**src/rtl/spi_master_ctrl.sv**
```systemverilog
// spi_master_ctrl: SPI master that serialises one mode/address/data command per frame for the SPI
// slave RAM controller. Define MASTER_BURST_EN to build multi-byte mode 01 (auto-increment) reads.
module spi_master_ctrl #(
   parameter int CLK_DIV = 2
) (
   input  logic       clk_i,
   input  logic       rst_i,
   input  logic       start_i,
   input  logic [1:0] mode_i,
   input  logic [4:0] addr_i,
   input  logic [7:0] wdata_i,
   input  logic [3:0] burst_len_i,
   output logic       SCLK_o,
   output logic       CS_o,
   output logic       MOSI_o,
   input  logic       MISO_i,
   output logic       busy_o,
   output logic [7:0] rdata_o,
   output logic       rdata_valid_o,
   output logic       done_o,
   output logic       err_o
);

   localparam int DivW = (CLK_DIV > 1) ? $clog2(CLK_DIV) : 1;
   localparam logic [DivW-1:0] DivMax = DivW'(CLK_DIV - 1);

   typedef enum logic [2:0] {IDLE, START, INF, DATA, STOP} state_t;

   state_t          state_q;
   logic [DivW-1:0] divCnt_q;
   logic [3:0]      bitCnt_q;
   logic            sclk_q;
   logic            cs_q;
   logic            mosi_q;
   logic            busy_q;
   logic            rdataValid_q;
   logic            done_q;
   logic            err_q;
   logic [7:0]      rdata_q;
   logic [7:0]      shift_q;
   logic [7:0]      wdata_q;
   logic [1:0]      mode_q;
   logic [4:0]      addr_q;

   logic       divWrap;
   logic       accept;
   logic       isWrite;
   logic       isRead;
   logic       isFinal;
   logic       mosi_d;
   logic [3:0] nextIdx;
   logic [7:0] infWord;
   logic [7:0] shift_d;

   assign divWrap = (divCnt_q == DivMax);
   assign accept  = (state_q == IDLE) && start_i && (mode_i != 2'b11);
   assign isWrite = (mode_q == 2'b10);
   assign isRead  = ~mode_q[1];
   assign infWord = {1'b0, addr_q, mode_q[1], mode_q[0]};
   assign shift_d = {MISO_i, shift_q[7:1]};
   assign nextIdx = bitCnt_q + 4'd1;

`ifdef MASTER_BURST_EN
   logic [3:0] byteCnt_q;
   logic [3:0] numBytes_q;
   logic       sclkFall;

   assign sclkFall = (state_q == DATA) && divWrap && sclk_q;
   assign isFinal  = (byteCnt_q == numBytes_q - 4'd1);

   // Burst length is fixed at accept; only mode 01 may ask for more than one byte.
   always_ff @(posedge clk_i) begin
      if (rst_i) begin
         byteCnt_q  <= '0;
         numBytes_q <= '0;
      end else if (accept) begin
         byteCnt_q  <= '0;
         numBytes_q <= (mode_i == 2'b01 && burst_len_i != 4'd0) ? burst_len_i : 4'd1;
      end else if (sclkFall && bitCnt_q == 4'd9 && !isFinal) begin
         byteCnt_q <= byteCnt_q + 4'd1;
      end
   end
`else
   logic unusedBurstLen;
   assign unusedBurstLen = ^burst_len_i;
   assign isFinal        = 1'b1;
`endif

   // MOSI value for the slot that begins at the coming falling edge.
   always_comb begin
      mosi_d = 1'b0;
      case (state_q)
         START:   mosi_d = infWord[0];
         INF:     mosi_d = (bitCnt_q == 4'd6) ? (isWrite & wdata_q[0]) : infWord[nextIdx[2:0]];
         DATA: begin
            if (bitCnt_q == 4'd9) begin
               mosi_d = ~isFinal & isWrite & wdata_q[0];
            end else if (!nextIdx[3]) begin
               mosi_d = isWrite & wdata_q[nextIdx[2:0]];
            end else begin
               mosi_d = 1'b0;
            end
         end
         default: mosi_d = 1'b0;
      endcase
   end

   always_ff @(posedge clk_i) begin
      if (rst_i) begin
         state_q      <= IDLE;
         divCnt_q     <= '0;
         bitCnt_q     <= '0;
         sclk_q       <= 1'b0;
         cs_q         <= 1'b1;
         mosi_q       <= 1'b0;
         busy_q       <= 1'b0;
         rdata_q      <= '0;
         rdataValid_q <= 1'b0;
         done_q       <= 1'b0;
         err_q        <= 1'b0;
         shift_q      <= '0;
         mode_q       <= '0;
         addr_q       <= '0;
         wdata_q      <= '0;
      end else begin
         rdataValid_q <= 1'b0;
         done_q       <= 1'b0;
         err_q        <= 1'b0;
         case (state_q)
            IDLE: begin
               divCnt_q <= '0;
               bitCnt_q <= '0;
               sclk_q   <= 1'b0;
               cs_q     <= 1'b1;
               mosi_q   <= 1'b0;
               if (start_i && mode_i == 2'b11) begin
                  err_q <= 1'b1;
               end else if (accept) begin
                  mode_q  <= mode_i;
                  addr_q  <= addr_i;
                  wdata_q <= wdata_i;
                  state_q <= START;
                  busy_q  <= 1'b1;
                  cs_q    <= 1'b0;
               end
            end
            // bitCnt_q counts the two half-periods of the idle SCLK period here.
            STOP: begin
               if (divWrap) begin
                  divCnt_q <= '0;
                  if (bitCnt_q[0]) begin
                     state_q  <= IDLE;
                     busy_q   <= 1'b0;
                     done_q   <= 1'b1;
                     bitCnt_q <= '0;
                  end else begin
                     bitCnt_q <= nextIdx;
                  end
               end else begin
                  divCnt_q <= divCnt_q + 1'b1;
               end
            end
            default: begin
               if (!divWrap) begin
                  divCnt_q <= divCnt_q + 1'b1;
               end else begin
                  divCnt_q <= '0;
                  sclk_q   <= ~sclk_q;
                  if (!sclk_q) begin
                     if (state_q == DATA && isRead && bitCnt_q >= 4'd2) begin
                        shift_q <= shift_d;
                        if (bitCnt_q == 4'd9) begin
                           rdata_q      <= shift_d;
                           rdataValid_q <= 1'b1;
                        end
                     end
                  end else begin
                     mosi_q <= mosi_d;
                     if (state_q == START) begin
                        state_q  <= INF;
                        bitCnt_q <= '0;
                     end else if (state_q == INF) begin
                        if (bitCnt_q == 4'd6) begin
                           state_q  <= DATA;
                           bitCnt_q <= '0;
                        end else begin
                           bitCnt_q <= nextIdx;
                        end
                     end else if (bitCnt_q == 4'd9) begin
                        bitCnt_q <= '0;
                        if (isFinal) begin
                           state_q <= STOP;
                        end
                     end else begin
                        bitCnt_q <= nextIdx;
                        // Release CS ahead of d=9 so the slave sees CS high at that rising edge.
                        if (bitCnt_q == 4'd8 && isFinal) begin
                           cs_q <= 1'b1;
                        end
                     end
                  end
               end
            end
         endcase
      end
   end

   assign SCLK_o        = sclk_q;
   assign CS_o          = cs_q;
   assign MOSI_o        = mosi_q;
   assign busy_o        = busy_q;
   assign rdata_o       = rdata_q;
   assign rdata_valid_o = rdataValid_q;
   assign done_o        = done_q;
   assign err_o         = err_q;

endmodule

```
**config.mk**
```make
export PLATFORM = sky130hd
export DESIGN_NAME = spi_master_ctrl
export DESIGN_NICKNAME = d
export VERILOG_FILES = /design/src/rtl/spi_master_ctrl.sv
export SDC_FILE = /design/constraint.sdc
export NUM_CORES = 1
export LEC_CHECK = 0
export BUFFER_PORTS_ARGS = -buffer_cell sky130_fd_sc_hd__buf_2
export CAP_MARGIN = 25
export CORE_MARGIN = 5
export CORE_UTILIZATION = 55
export CTS_CLUSTER_DIAMETER = 50
export DETAILED_ROUTE_END_ITERATION = 10
export GPL_ROUTABILITY_DRIVEN = 0
export PLACE_DENSITY = 0.81
export SLEW_MARGIN = 20
export SYNTH_ARGS = -nofsm -noshare
export SYNTH_HDL_FRONTEND = slang
export SYNTH_SLANG_ARGS = --single-unit
```
**constraint.sdc**
```tcl
create_clock -name clk_i -period 2.5 [get_ports clk_i]
set_clock_uncertainty 0.2 [all_clocks]
set_input_delay 0.375 -clock clk_i [delete_from_list [all_inputs] [get_ports clk_i]]
set_output_delay 0.375 -clock clk_i [all_outputs]
set_load 0.05 [all_outputs]
```
; ---- After elaboration in Yosys (flattened, before gate mapping)
; Cells that the tools add are included.
[word_totals]
ff_bits = 46
[op_classes]
addsub = 2
magnitude_cmp = 2
eq_ne = 18
n_mux = 50
n_bitwise = 10
n_reduce_logical = 26
[ops]
columns = cell, count
row1 = 4-bit two-way mux, 8
row2 = 3-bit two-way mux, 10
row3 = 1-bit two-way mux, 23
row4 = "2-bit inequality test, second input constant", 8
row5 = 5-bit AND reduction, 2
row6 = 3-bit AND reduction, 3
row7 = "4-bit == test, second input constant", 2
row8 = 1-bit inverter, 8
row9 = 1-bit case mux with 2 select lines, 4
row10 = 4-bit case mux with 2 select lines, 1
row11 = 8-bit AND reduction, 1
row12 = 2-bit nonzero test, 4
row13 = 7-bit AND reduction, 1
row14 = 1-bit binary-select mux with 3-bit select, 2
row15 = "3-bit by 2-bit == test with 1-bit output, second input constant", 2
row16 = 3-bit case mux with 2 select lines, 1
row17 = 3-bit OR reduction, 2
row18 = 6-bit OR reduction, 1
row19 = 1-bit logical AND, 5
row20 = "5-bit by 4-bit inequality test with 1-bit output, second input constant", 1
row21 = 5-bit nonzero test, 1
row22 = "4-bit by 1-bit adder with 4-bit output, second input constant", 1
row23 = "2-bit == test, second input constant", 2
row24 = "4-bit by 3-bit == test with 1-bit output, second input constant", 1
row25 = other kinds (12), 14

; ---- Longest topological paths before layout
; Gate-level depths: netlist (run 1).
[logic_depth]
depth_word = 10
depth_mapped = 8
ltp_nobuf = 7

; ---- Least setup slack after synthesis (run 1)
; OpenSTA, ideal clock, no wires.
[synth_timing]
kind = reg-to-reg
from = register sclk_q (netlist: SCLK_o)
to = register state_q[1]
setup_ns = 0.074
arrival_time_ns = 1.926
t_required_ns = 2.226
setup_slack_ns = 0.299
path_stages_with_launch = 6
synth_period_minus_slack_ns = 2.201
path_cell_list = dfxtp_1 > nand2_4 > a22o_1 > a21o_1 > or4b_1 > a31oi_1
[synth_between]
elab_chain_len = 2
[synth_rtl]
columns = element, line_no
row1 = from (decl), 32  ; logic sclk_q;
row2 = from (signal assigned), 168  ; sclk_q <= ~sclk_q;
row3 = 3-bit nonzero test (no source line), n/a
row4 = 8-bit AND reduction (no source line), n/a
row5 = to (signal assigned), 110  ; state_q <= IDLE;
row6 = to (signal assigned), 142  ; state_q <= START;
row7 = to (signal assigned), 152  ; state_q <= IDLE;
row8 = to (decl), 29  ; state_t state_q;
; Every way passes these cells.
; A chain may end at the register's enable or synchronous reset.

; ---- Worst setup path after layout (run 1)
[layout_timing]
from = register bitCnt_q[0]
to = register mosi_q (netlist: MOSI_o)
[layout_between]
elab_chain_len = 10
elab_cells_between_ends = 15
classes_between = add/sub: 1 / eq/ne: 2 / mux: 11 / bitwise: 1
[layout_rtl]
columns = element, line_no
row1 = from (decl), 31  ; logic [3:0] bitCnt_q;
row2 = from (signal assigned), 157  ; bitCnt_q <= nextIdx;
row3 = from (signal assigned), 187  ; bitCnt_q <= nextIdx;
row4 = from (signal assigned), 195  ; bitCnt_q <= nextIdx;
row5 = 4-bit by 1-bit adder with 4-bit output, 61  ; assign nextIdx = bitCnt_q + 4'd1;
row6 = 1-bit binary-select mux with 3-bit select, 99  ; mosi_d = isWrite & wdata_q[nextIdx[2:0]];
row7 = 1-bit two-way mux (implied by the code), 99
row8 = 1-bit bitwise AND, 99
row9 = 1-bit two-way mux, 98  ; end else if (!nextIdx[3]) begin
row10 = 1-bit two-way mux, 96  ; if (bitCnt_q == 4'd9) begin
row11 = 1-bit case mux with 3 select lines *, 92  ; case (state_q)
row12 = 1-bit two-way mux *, 169  ; if (!sclk_q) begin
row13 = 1-bit two-way mux *, 164  ; if (!divWrap) begin
row14 = 1-bit case mux with 2 select lines *, 129  ; case (state_q)
row15 = to (signal assigned), 178  ; mosi_q <= mosi_d;
row16 = to (decl), 34  ; logic mosi_q;
; Every way passes the cells marked *; elsewhere a longest branch is shown, timed or not. The select of a mux whose other input is x is not followed.

==> metrics.sh, run 1 <==
HTREE_NUM_LEVELS=2
P_SEQ_FRAC=0.467
HOLD-WORST-SLACK_PS=106
TOTALWIRELENGTH_UM=4320
ROUTE.DETAILED.VIAS_PER_INST=5.63
FLOORPLAN.DIE_AREA_SQ_UM=5140
FINAL_PERIOD_MINUS_WORST_SETUP_SLACK_PS=2190
STD_CELL_ROWS=22
TOTAL_NET_SWITCHING_POWER_mW=0.533
CORE_AREA_SQ_UM=3660
CLK_PIN_SLEW_PS=90
TIMING.CRITICAL_PATH.BUF_INV=1
DRC=0
SETUP_VIOL_COUNT_FINAL=0
P_LEAK_nW=1.09
CTS_BUFFERS=5
AREA_OF_THE_MAPPED_NETLIST_SQ_UM=2090
MOST_AREA_CONSUMING_CELLS_AFTER_SYNTHESIS='dfxtp_1, mux2i_1, nor2_1'
CLK_ROOT_BUFFER_CELL='clkbuf_8'
CTS_MAX_PATH_BUFFERS=2
GRT_MAX_DEGREE=28
CHAIN_OF_CELLS_FORMING_THE_CRITICAL_PATH='inv_1, ha_1, mux2_2, a21oi_1, a211oi_1, a31oi_1, o211ai_1'
PLACEMENT.IO_BUFFERS=33
HOLD_BUFFERS=0
COMB_POWER_SHARE=0.219
MAX_STAGE_DELAY_PS=430
FP.DIEH_UM=71.7
POST-ROUTE-UTIL=0.662
WORST_EP_REQUIRED_TIME_PS=2480
WORST_EP_ARRIVAL_TIME_PS=2180
P_TOTAL_mW=1.76
GRT_ANTENNA_BEFORE_REPAIR=0
NETSWITCHINGFRACTION=0.302
WORSTMARGINPINSLEW_PS=522
POWER_PER_CELL_AREA_nW_PER_UM2=726
DIODES=0
GRT_SETUP_UNREPAIRED='no'
SYN-NUM-NETS=247
MAX_CAP_VIOLATIONS=0
AREA_GROWTH_PCT=15.9
FINISH.NET_COUNT=281
CLOCK-SINKS=45
TRITONCTS='built'
DRT_PRE_ANTENNA_ITERS=4
HOLD_PATH_CLASS='input pin to register'
END_KIND='register'
STARTPOINT_TYPE='register'
SEQ_AREA_FRAC_SYNTH=0.431
SYNTH_CELLS=220
GRT_TOTAL_OVFL=0
DIE_W_UM=71.7
SYNTH.CELLS.MOST_FREQUENT='dfxtp_1, nor2_1, mux2i_1, nand2_1, a21oi_1'
SYNTH-ASYNC-RESET-RATIO=0
SYNTH_AREA_PER_CELL_SQ_UM=9.51
FINAL_ANTENNA_NET_COUNT=0
TIMING_HOLD_VIOLATIONS_FINAL=0
DRIVE_GT1_FRAC=0.235
START_UTIL=0.571
PATH_DELAY_FAMILY='compound AO/OA/AOI/OAI gates'
SYNTH-EDFF-COUNT=0
PATH_CLASS='register to register'
P_INT_mW=1.23
CTS_REPAIR_RESIZE_COUNT=0
CRITPATHMAXFANOUT=5
MAX_FREQ_GHz=0.456
POST-SYNTH-TOP-COUNT-CELL='dfxtp_1'
NETLIST-CELL-TYPE-COUNT=49
POSTCTSSETUPREPAIRBUFS=0
YOSYS_MOST_USED_DFF='dfxtp_1'
FINALSETUPTNS_PS=0
CLK_LATENCY_PS=300
DESIGN.PORTCOUNT=38
SYNTH_SEQ_CELLS=45
MAX_SLEW_VIOLATION_COUNT=0
IRDROPWORSTVDD_mV=0.421
YOSYS_WARN_COUNT=0
CRIT_PATH_TOP_DELAY_CELL='ha_1'
VIAS_IN_THE_FIRST_GLOBAL_ROUTE=1642
WL_PER_CELL_UM=14.3
SLEW_HR=0.649
OUTCOME='complete, no violations'
FINALCRITPERIODSHARE=0.877
GRT_UTIL_ALL_LAYERS=0.179
POST-SYNTH-TOP-AREA-CELL='dfxtp_1'
VIAS=1707
POST-SYNTH-TOP-AREA-FRACTION=0.431
GRT_FIRST_PASS_WIRELENGTH_UM=7390
SUM_OF_NET_HALF_PERIMETERS_AFTER_DETAILED_PLACEMENT_UM=3080
CLOCKPOWERSHARE=0.314
DRT_ITER0_MARKERS=145
-- power groups by stage --
stage	combinational, mW	clock (mW)	sequential (mW)
floorplan	0.294	0	0.831
global placement	0.368	0	0.837
detailed placement	0.380	0	0.839
CTS	0.386	0.564	0.822
global route	0.428	0.595	0.831
finish	0.386	0.552	0.822
-- metal layers --
metal	part of all wire	track usage
met5	0	0
met4	0.018	0.0793
met3	0.053	0.0351
met2	0.48	0.302
met1	0.45	0.219
-- cells in the final DEF (no fill, tap or decap), types with 2 or more instances in the layout --
cell type	n
dfxtp_1	45
nor2_1	41
buf_2	33
mux2i_1	30
nand2_1	13
a21oi_1	9
buf_4	7
clkbuf_8	5
nor3_1	4
a21o_1	4
ha_1	4
inv_1	3
nand2b_1	3
or4_1	3
a211oi_1	3
nor2b_1	3
mux4_2	3
nand4_1	2
nand3b_1	2
nand3_1	2
a22o_1	2
or3_1	2
a31oi_1	2
nor3b_1	2
-- flip-flops by register name (all words and copies together), names as in the netlist --
register and cells:
shift_q 7, err_o 1, CS_o 1, rdata_o 8
divCnt_q 1, mode_q 2, MOSI_o 1, state_q 3
rdata_valid_o 1, SCLK_o 1, busy_o 1, done_o 1
bitCnt_q 4, addr_q 5, wdata_q 8
-- stage by stage --
| step | cells | setup WS [ps] | area [sq um] |
|---|---|---|---|
| CTS | 303 | 312 | 2420 |
| global placement | 295 | 359 | 2310 |
| detailed placement | 295 | 339 | 2310 |
| floorplan | 220 | 299 | 2090 |
| finish | 303 | 308 | 2420 |
| global route | 303 | 221 | 2420 |
-- final cells by class --
type | instances | area [sq um]
Clock inverter | 3 | 43.8
Sequential cell | 45 | 901
Tap cell | 48 | 60.1
Timing Repair Buffer | 40 | 218
Inverter | 3 | 11.3
Clock buffer | 5 | 68.8
Multi-Input combinational cell | 159 | 1120
Fill cell | 293 | 1240
-- worst reg2reg max path, delay by kind of cell (launching register included) --
family / cells / cell delay [ps]
AO/OA/AOI/OAI: 4 / 570
flip-flops: 1 / 410
multiplexers: 1 / 360
buffers and inverters: 1 / 110
adder cells (fa/ha/maj): 1 / 430
-- cells by family after synthesis --
family / count (synthesis) / share of synthesized area
compound gates: 28 / 0.0915
flops: 45 / 0.431
fa+ha+maj: 5 / 0.0293
buf+inv: 16 / 0.0329
mux: 34 / 0.181
simple gates: 90 / 0.226
xor+xnor: 2 / 0.00837
-- final timing paths --
path	from	endpoint	slack, ps	cells past startpoint
worst max register to register	bitCnt_q[0]	MOSI_o	310	7
worst max-delay path	bitCnt_q[0]	MOSI_o	310	7
worst min-delay path	addr_i[2]	addr_q[2]	110	3
worst min register to register	busy_o	busy_o	270	2
Note: power is estimated with default switching activity, not from simulation.
==> inputs of run 2 (changes only) <==
Settings changed: CORE_UTILIZATION 55 to 30, PLACE_DENSITY 0.81 to 0.5, SKIP_LAST_GASP set to 1.
==> run 2 against run 1 <==
  * First-iteration DRC count fell by 25%
  * Clock power barely moved
  * Clock-buffer cell count rose by 1
  * Critical path depth fell by 1
  * Critical path type unchanged
==> metrics.sh, run 2 (synthesis gave the netlist of run 1 again) <==
STARTPOINT_TYPE='register'
OUTCOME='complete, no violations'
FINALSETUPTNS_PS=0  # unchanged
P_TOTAL_mW=1.76  # about the same
GRT_SETUP_UNREPAIRED='no'
GRT_TOTAL_OVFL=0  # unchanged
END_KIND='register'
DIE_W_UM=93.5  # +30%
HOLD-WORST-SLACK_PS=111  # +4.63 ps
GRT_UTIL_ALL_LAYERS=0.111  # -0.0679
P_LEAK_nW=1.10  # +0.21%
DIODES=0  # unchanged
WL_PER_CELL_UM=13.0  # -9.1%
STD_CELL_ROWS=30  # +36%
POSTCTSSETUPREPAIRBUFS=0  # unchanged
HOLD_PATH_CLASS='input pin to register'
FINALCRITPERIODSHARE=0.878  # +0.00104
CHAIN_OF_CELLS_FORMING_THE_CRITICAL_PATH='and2_1, nand2b_1, or4_1, buf_4, mux2i_1, nor2_1'
FLOORPLAN.DIE_AREA_SQ_UM=8740  # +70%
ROUTE.DETAILED.VIAS_PER_INST=4.63  # -18%
PLACEMENT_CELL_AREA_SQ_UM=2380  # +2.9%
SLEW_HR=0.629  # -0.0203
MAX_CAP_VIOLATIONS=0  # unchanged
TRITONCTS='built'
GRT_ANTENNA_BEFORE_REPAIR=0  # unchanged
LAYOUT.CELLS.MOST_COMMON='dfxtp_1'
CTS_MAX_PATH_BUFFERS=2  # unchanged
DRT_PRE_ANTENNA_ITERS=4  # unchanged
VIAS_IN_THE_FIRST_GLOBAL_ROUTE=1638  # -0.24%
MOSTFREQUENTLAYOUTCELLS='dfxtp_1, nor2_1, buf_2, mux2i_1, nand2_1'
AREA_GROWTH_PCT=19.1
DRT_ITER0_MARKERS=109  # -25%
VIAS=1630  # -4.5%
DESIGN.PORTCOUNT=38  # unchanged
HTREE_NUM_LEVELS=2  # unchanged
WORST_EP_REQUIRED_TIME_PS=2470  # about the same
WORSTMARGINPINSLEW_PS=557  # +35.2 ps
DRC=0  # unchanged
CTS_BUFFERS=5  # unchanged
WORST_EP_ARRIVAL_TIME_PS=2160  # -20 ps
FP.DIEH_UM=93.5  # +30%
DRIVE_GT1_FRAC=0.234  # -0.000919
START_UTIL=0.308  # -0.264
MAX_STAGE_DELAY_PS=610  # +180 ps
SETUP_VIOL_COUNT_FINAL=0  # unchanged
POST_LAYOUT_INST_AREA_SQ_UM=2490  # +2.7%
PATH_CLASS='register to register'
MAX_FREQ_GHz=0.456  # -0.12%
IRDROPWORSTVDD_mV=0.332  # -21%
CTS_REPAIR_RESIZE_COUNT=0  # unchanged
SUM_OF_NET_HALF_PERIMETERS_AFTER_DETAILED_PLACEMENT_UM=3360  # +9.3%
TOTALWIRELENGTH_UM=4560  # +5.6%
CRIT_PATH_TOP_DELAY_CELL='dfxtp_1'
GRT_FIRST_PASS_WIRELENGTH_UM=7850  # +6.3%
HOLD_BUFFERS=0  # unchanged
POWER_PER_CELL_AREA_nW_PER_UM2=707  # -2.7%
GRT_MAX_DEGREE=31  # +11%
PLACEMENT.IO_BUFFERS=33  # unchanged
CLK_LATENCY_PS=290  # about the same
MAX_SLEW_VIOLATION_COUNT=0  # unchanged
CLOCK-SINKS=45  # unchanged
CRITPATHMAXFANOUT=14  # +9
PATH_DELAY_FAMILY='simple AND/OR/NAND/NOR gates'
TIMING.CRITICAL_PATH.BUF_INV=1  # unchanged
TIMING_HOLD_VIOLATIONS_FINAL=0  # unchanged
FINAL_PERIOD_MINUS_WORST_SETUP_SLACK_PS=2190  # +2.60 ps
FINAL_ANTENNA_NET_COUNT=0  # unchanged
CORE_AREA_SQ_UM=6790  # +86%
CLK_PIN_SLEW_PS=90  # about the same
CLK_ROOT_BUFFER_CELL='clkbuf_8'
FINISH.NET_COUNT=282  # +0.36%
-- run 2: cell count changes in the layout (fill, tap and decap cells not counted) --
cell | before | now
buf_4 | 7 | 8
clkbuf_1 | 0 | 1
clkinv_2 | 1 | 0
clkinv_4 | 0 | 1
inv_6 | 1 | 0
-- run 2: metal layers --
layer	track usage	vias up	wire length, um
li1	-	844	-
met2	0.179	28	2100
met1	0.142	752	2220
met4	0.0391	0	70
met5	0	-	0
met3	0.0298	6	175
-- run 2: final timing paths --
| kind | from | to | slack (ps) | cells after the start |
|---|---|---|---|---|
| setup / recovery | state_q[1] | rdata_o[0] | 310 | 6 |
| hold / removal | addr_i[4] | addr_q[4] | 110 | 3 |
| hold reg to reg | busy_o | busy_o | 260 | 2 |
| setup reg to reg | state_q[1] | rdata_o[0] | 310 | 6 |
-- run 2: report_power, final --
part / internal (mW) / switching (mW) / leakage [nW] / total [mW]
Clock: 0.300 / 0.253 / 0.0554 / 0.553
Sequential: 0.765 / 0.0576 / 0.366 / 0.823
Combinational: 0.167 / 0.218 / 0.675 / 0.385
Total: 1.23 / 0.529 / 1.10 / 1.76
-- run 2: worst reg2reg max path: cells and delay by family, from the launching register on --
family                 cells  cell delay, ps
buffers and inverters      1             210
flip-flops                 1             610
AND/OR/NAND/NOR            4             900
multiplexers               1             150
-- run 2: cell type report --
| cell class | count | area, sq um |
|---|---|---|
| flip-flops and latches | 45 | 901 |
| clock inverters | 2 | 38.8 |
| well taps | 96 | 120 |
| repair buffers | 41 | 225 |
| multi-input cells | 159 | 1120 |
| inverters | 3 | 11.3 |
| fillers | 724 | 4300 |
| clock buffers | 6 | 72.6 |
-- run 2: stage by stage --
stage	util	setup WS [ps]	instances
after detailed placement	0.350	312	344
after global placement	0.350	323	344
after global routing	0.367	132	352
after floorplan	-	299	220
after CTS	0.367	305	352
final	0.367	306	352
==> inputs of run 3 (changes only) <==
Settings changed: CAP_MARGIN 25 to unset, CORE_UTILIZATION 30 to 35, PLACE_DENSITY 0.5 to 0.56.
==> run 3 against run 2 <==
  * Worst setup slack got worse by 49 ps
  * Register-to-register slack got worse by 50 ps
  * Clock-buffer cell count is the same
  * Worst hold slack worse by 3.6 ps
  * Non-clock buffer count down 1
  * Clock power decreased by 17%
  * Combinational power shrank 3%
  * Flip-flop and latch count unchanged
  * Sequential share of layout area increased by 0.82 points
  * Via count grew 0.86%
  * Fmax is 2.2% lower
  * Largest cell class unchanged
  * Highest routed layer unchanged
==> metrics.sh, run 3 (synthesis gave the netlist of run 1 again) <==
OUTCOME='complete, no violations'
STD_CELL_ROWS=28  # -6.7%
FP.DIEH_UM=87.3  # -6.6%
GRT_UTIL_ALL_LAYERS=0.123  # +0.0121
PLACEMENT.IO_BUFFERS=33  # unchanged
CLK_LATENCY_PS=290  # about the same
DESIGN.PORTCOUNT=38  # unchanged
WL_MET3_UM=179  # +2.3%
P_LEAK_nW=1.08  # -1.6%
TIMING.CRITICAL_PATH.BUF_INV=1  # unchanged
WORSTMARGINPINSLEW_PS=577  # +19.5 ps
DIODES=0  # unchanged
DRT_ITER0_MARKERS=55  # -50%
GRT_FIRST_PASS_WIRELENGTH_UM=7500  # -4.5%
HOLD_PATH_DEPTH=3  # unchanged
TOP_ROUTING_LAYER_USED='met4'
MAX_SLEW_VIOLATION_COUNT=0  # unchanged
WORST_R2R_DST='MOSI_o'
WHS_ENDPOINT='wdata_q[3]'
CTS_MAX_PATH_BUFFERS=2  # unchanged
HOLD-WORST-SLACK_PS=107  # -3.58 ps
FINALSETUPTNS_PS=0  # unchanged
ROUTE.DETAILED.VIAS_PER_INST=5.00  # +7.9%
FINAL_ANTENNA_NET_COUNT=0  # unchanged
VIAS_IN_THE_FIRST_GLOBAL_ROUTE=1568  # -4.3%
MOSTFREQUENTLAYOUTCELLS='dfxtp_1, nor2_1, buf_2, mux2i_1, nand2_1'
CRITPATHMAXFANOUT=6  # -8
PATH_DELAY_FAMILY='multiplexers'
MAX_FREQ_GHz=0.446  # -2.2%
CRIT_PATH_TOP_DELAY_CELL='mux4_2'
START_UTIL=0.358  # +0.0497
CLK_PIN_SLEW_PS=80  # about the same
VIAS=1644  # +0.86%
POSTCTSSETUPREPAIRBUFS=0  # unchanged
CHAIN_OF_CELLS_FORMING_THE_CRITICAL_PATH='inv_1, ha_1, mux4_2, mux2i_1, or3_1, o211ai_1'
MAX_STAGE_DELAY_PS=540  # -70 ps
FINISH.NET_COUNT=281  # -0.35%
WL_PER_CELL_UM=13.4  # +3.6%
CLK_ROOT_BUFFER_CELL='clkbuf_8'
STARTPOINT_TYPE='register'
GRT_ANTENNA_BEFORE_REPAIR=0  # unchanged
PATH_CLASS='register to register'
SUM_OF_NET_HALF_PERIMETERS_AFTER_DETAILED_PLACEMENT_UM=3220  # -4.1%
TRITONCTS='built'
HTREE_NUM_LEVELS=2  # unchanged
MAX_CAP_VIOLATIONS=0  # unchanged
CTS_BUFFERS=5  # unchanged
TOTALWIRELENGTH_UM=4420  # -3.2%
DRC=0  # unchanged
HOLD_BUFFERS=0  # unchanged
IRDROPWORSTVDD_mV=0.290  # -13%
FINAL_PERIOD_MINUS_WORST_SETUP_SLACK_PS=2240  # +49.1 ps
END_KIND='register'
SLEW_HR=0.616  # -0.0130
HOLD_PATH.STARTPOINT='wdata_i[3]'
CTS_REPAIR_RESIZE_COUNT=0  # unchanged
FLOORPLAN.DIE_AREA_SQ_UM=7620  # -13%
WORST_EP_REQUIRED_TIME_PS=2480  # about the same
CLOCK-SINKS=45  # unchanged
AREA_GROWTH_PCT=16.4
DIE_W_UM=87.3  # -6.6%
DRT_PRE_ANTENNA_ITERS=4  # unchanged
POWER_PER_CELL_AREA_nW_PER_UM2=681  # -3.7%
CORE_AREA_SQ_UM=5850  # -14%
POST-ROUTE-UTIL=0.416  # +0.0497
GRT_MAX_DEGREE=32  # +3.2%
FINALCRITPERIODSHARE=0.897  # +0.0196
DRIVE_GT1_FRAC=0.232  # -0.00209
LAYOUT.CELLS.MOST_COMMON='dfxtp_1'
TIMING.RR.START='bitCnt_q[0]'
SETUP_VIOL_COUNT_FINAL=0  # unchanged
FF2FF_PATH_DEPTH=6  # unchanged
P_TOTAL_mW=1.66  # -5.8%
MET2_LENGTH_UM=2050  # -2.3%
HOLD_PATH_CLASS='input pin to register'
TIMING_HOLD_VIOLATIONS_FINAL=0  # unchanged
WORST_EP_ARRIVAL_TIME_PS=2230  # +70 ps
TIMING.CRITICAL_PATH.DEPTH=6  # unchanged
GRT_SETUP_UNREPAIRED='no'
R2R_SLACK_PS=260  # -50 ps
WIRELENGTH_MET1_UM=2120  # -4.4%
GRT_TOTAL_OVFL=0  # unchanged
[run 3: stage by stage]
step	area (sq um)	setup WS [ps]	std cells
after global placement	2350	254	322
after detailed placement	2350	250	322
final	2440	257	329
after global routing	2440	141	329
after floorplan	2090	299	220
after CTS	2440	238	329
[run 3: layer usage]
metal / global-route usage / vias up
met1: 0.163 / 777
met2: 0.192 / 24
met4: 0.0418 / 0
li1: - / 838
met5: 0 / -
met3: 0.0341 / 5
[run 3: final cells by class]
| cell class | count | area (sq um) |
|---|---|---|
| fill | 601 | 3410 |
| multi-input combinational | 159 | 1120 |
| sequential | 45 | 901 |
| timing repair buffer | 40 | 218 |
| tap | 75 | 93.8 |
| clock buffer | 6 | 82.6 |
| inverter | 3 | 11.3 |
| clock inverter | 1 | 7.51 |
[run 3: worst max-delay path by stage]
stage	start	end
after floorplan	SCLK_o	state_q[1]
after global placement	bitCnt_q[0]	MOSI_o
after detailed placement	bitCnt_q[0]	MOSI_o
after CTS	bitCnt_q[0]	MOSI_o
after global routing	bitCnt_q[0]	MOSI_o
final	bitCnt_q[0]	MOSI_o
[run 3: worst reg2reg max path, stage by stage (launching register included)]
cell and delay [ps]:
dfxtp_1 470, inv_1 130, ha_1 430, mux4_2 540, mux2i_1 160, or3_1 120, o211ai_1 70
[run 3: where the power goes]
part | total, mW | switching, mW | internal (mW)
clock network | 0.457 | 0.239 | 0.219
registers | 0.826 | 0.0611 | 0.765
logic | 0.375 | 0.212 | 0.163
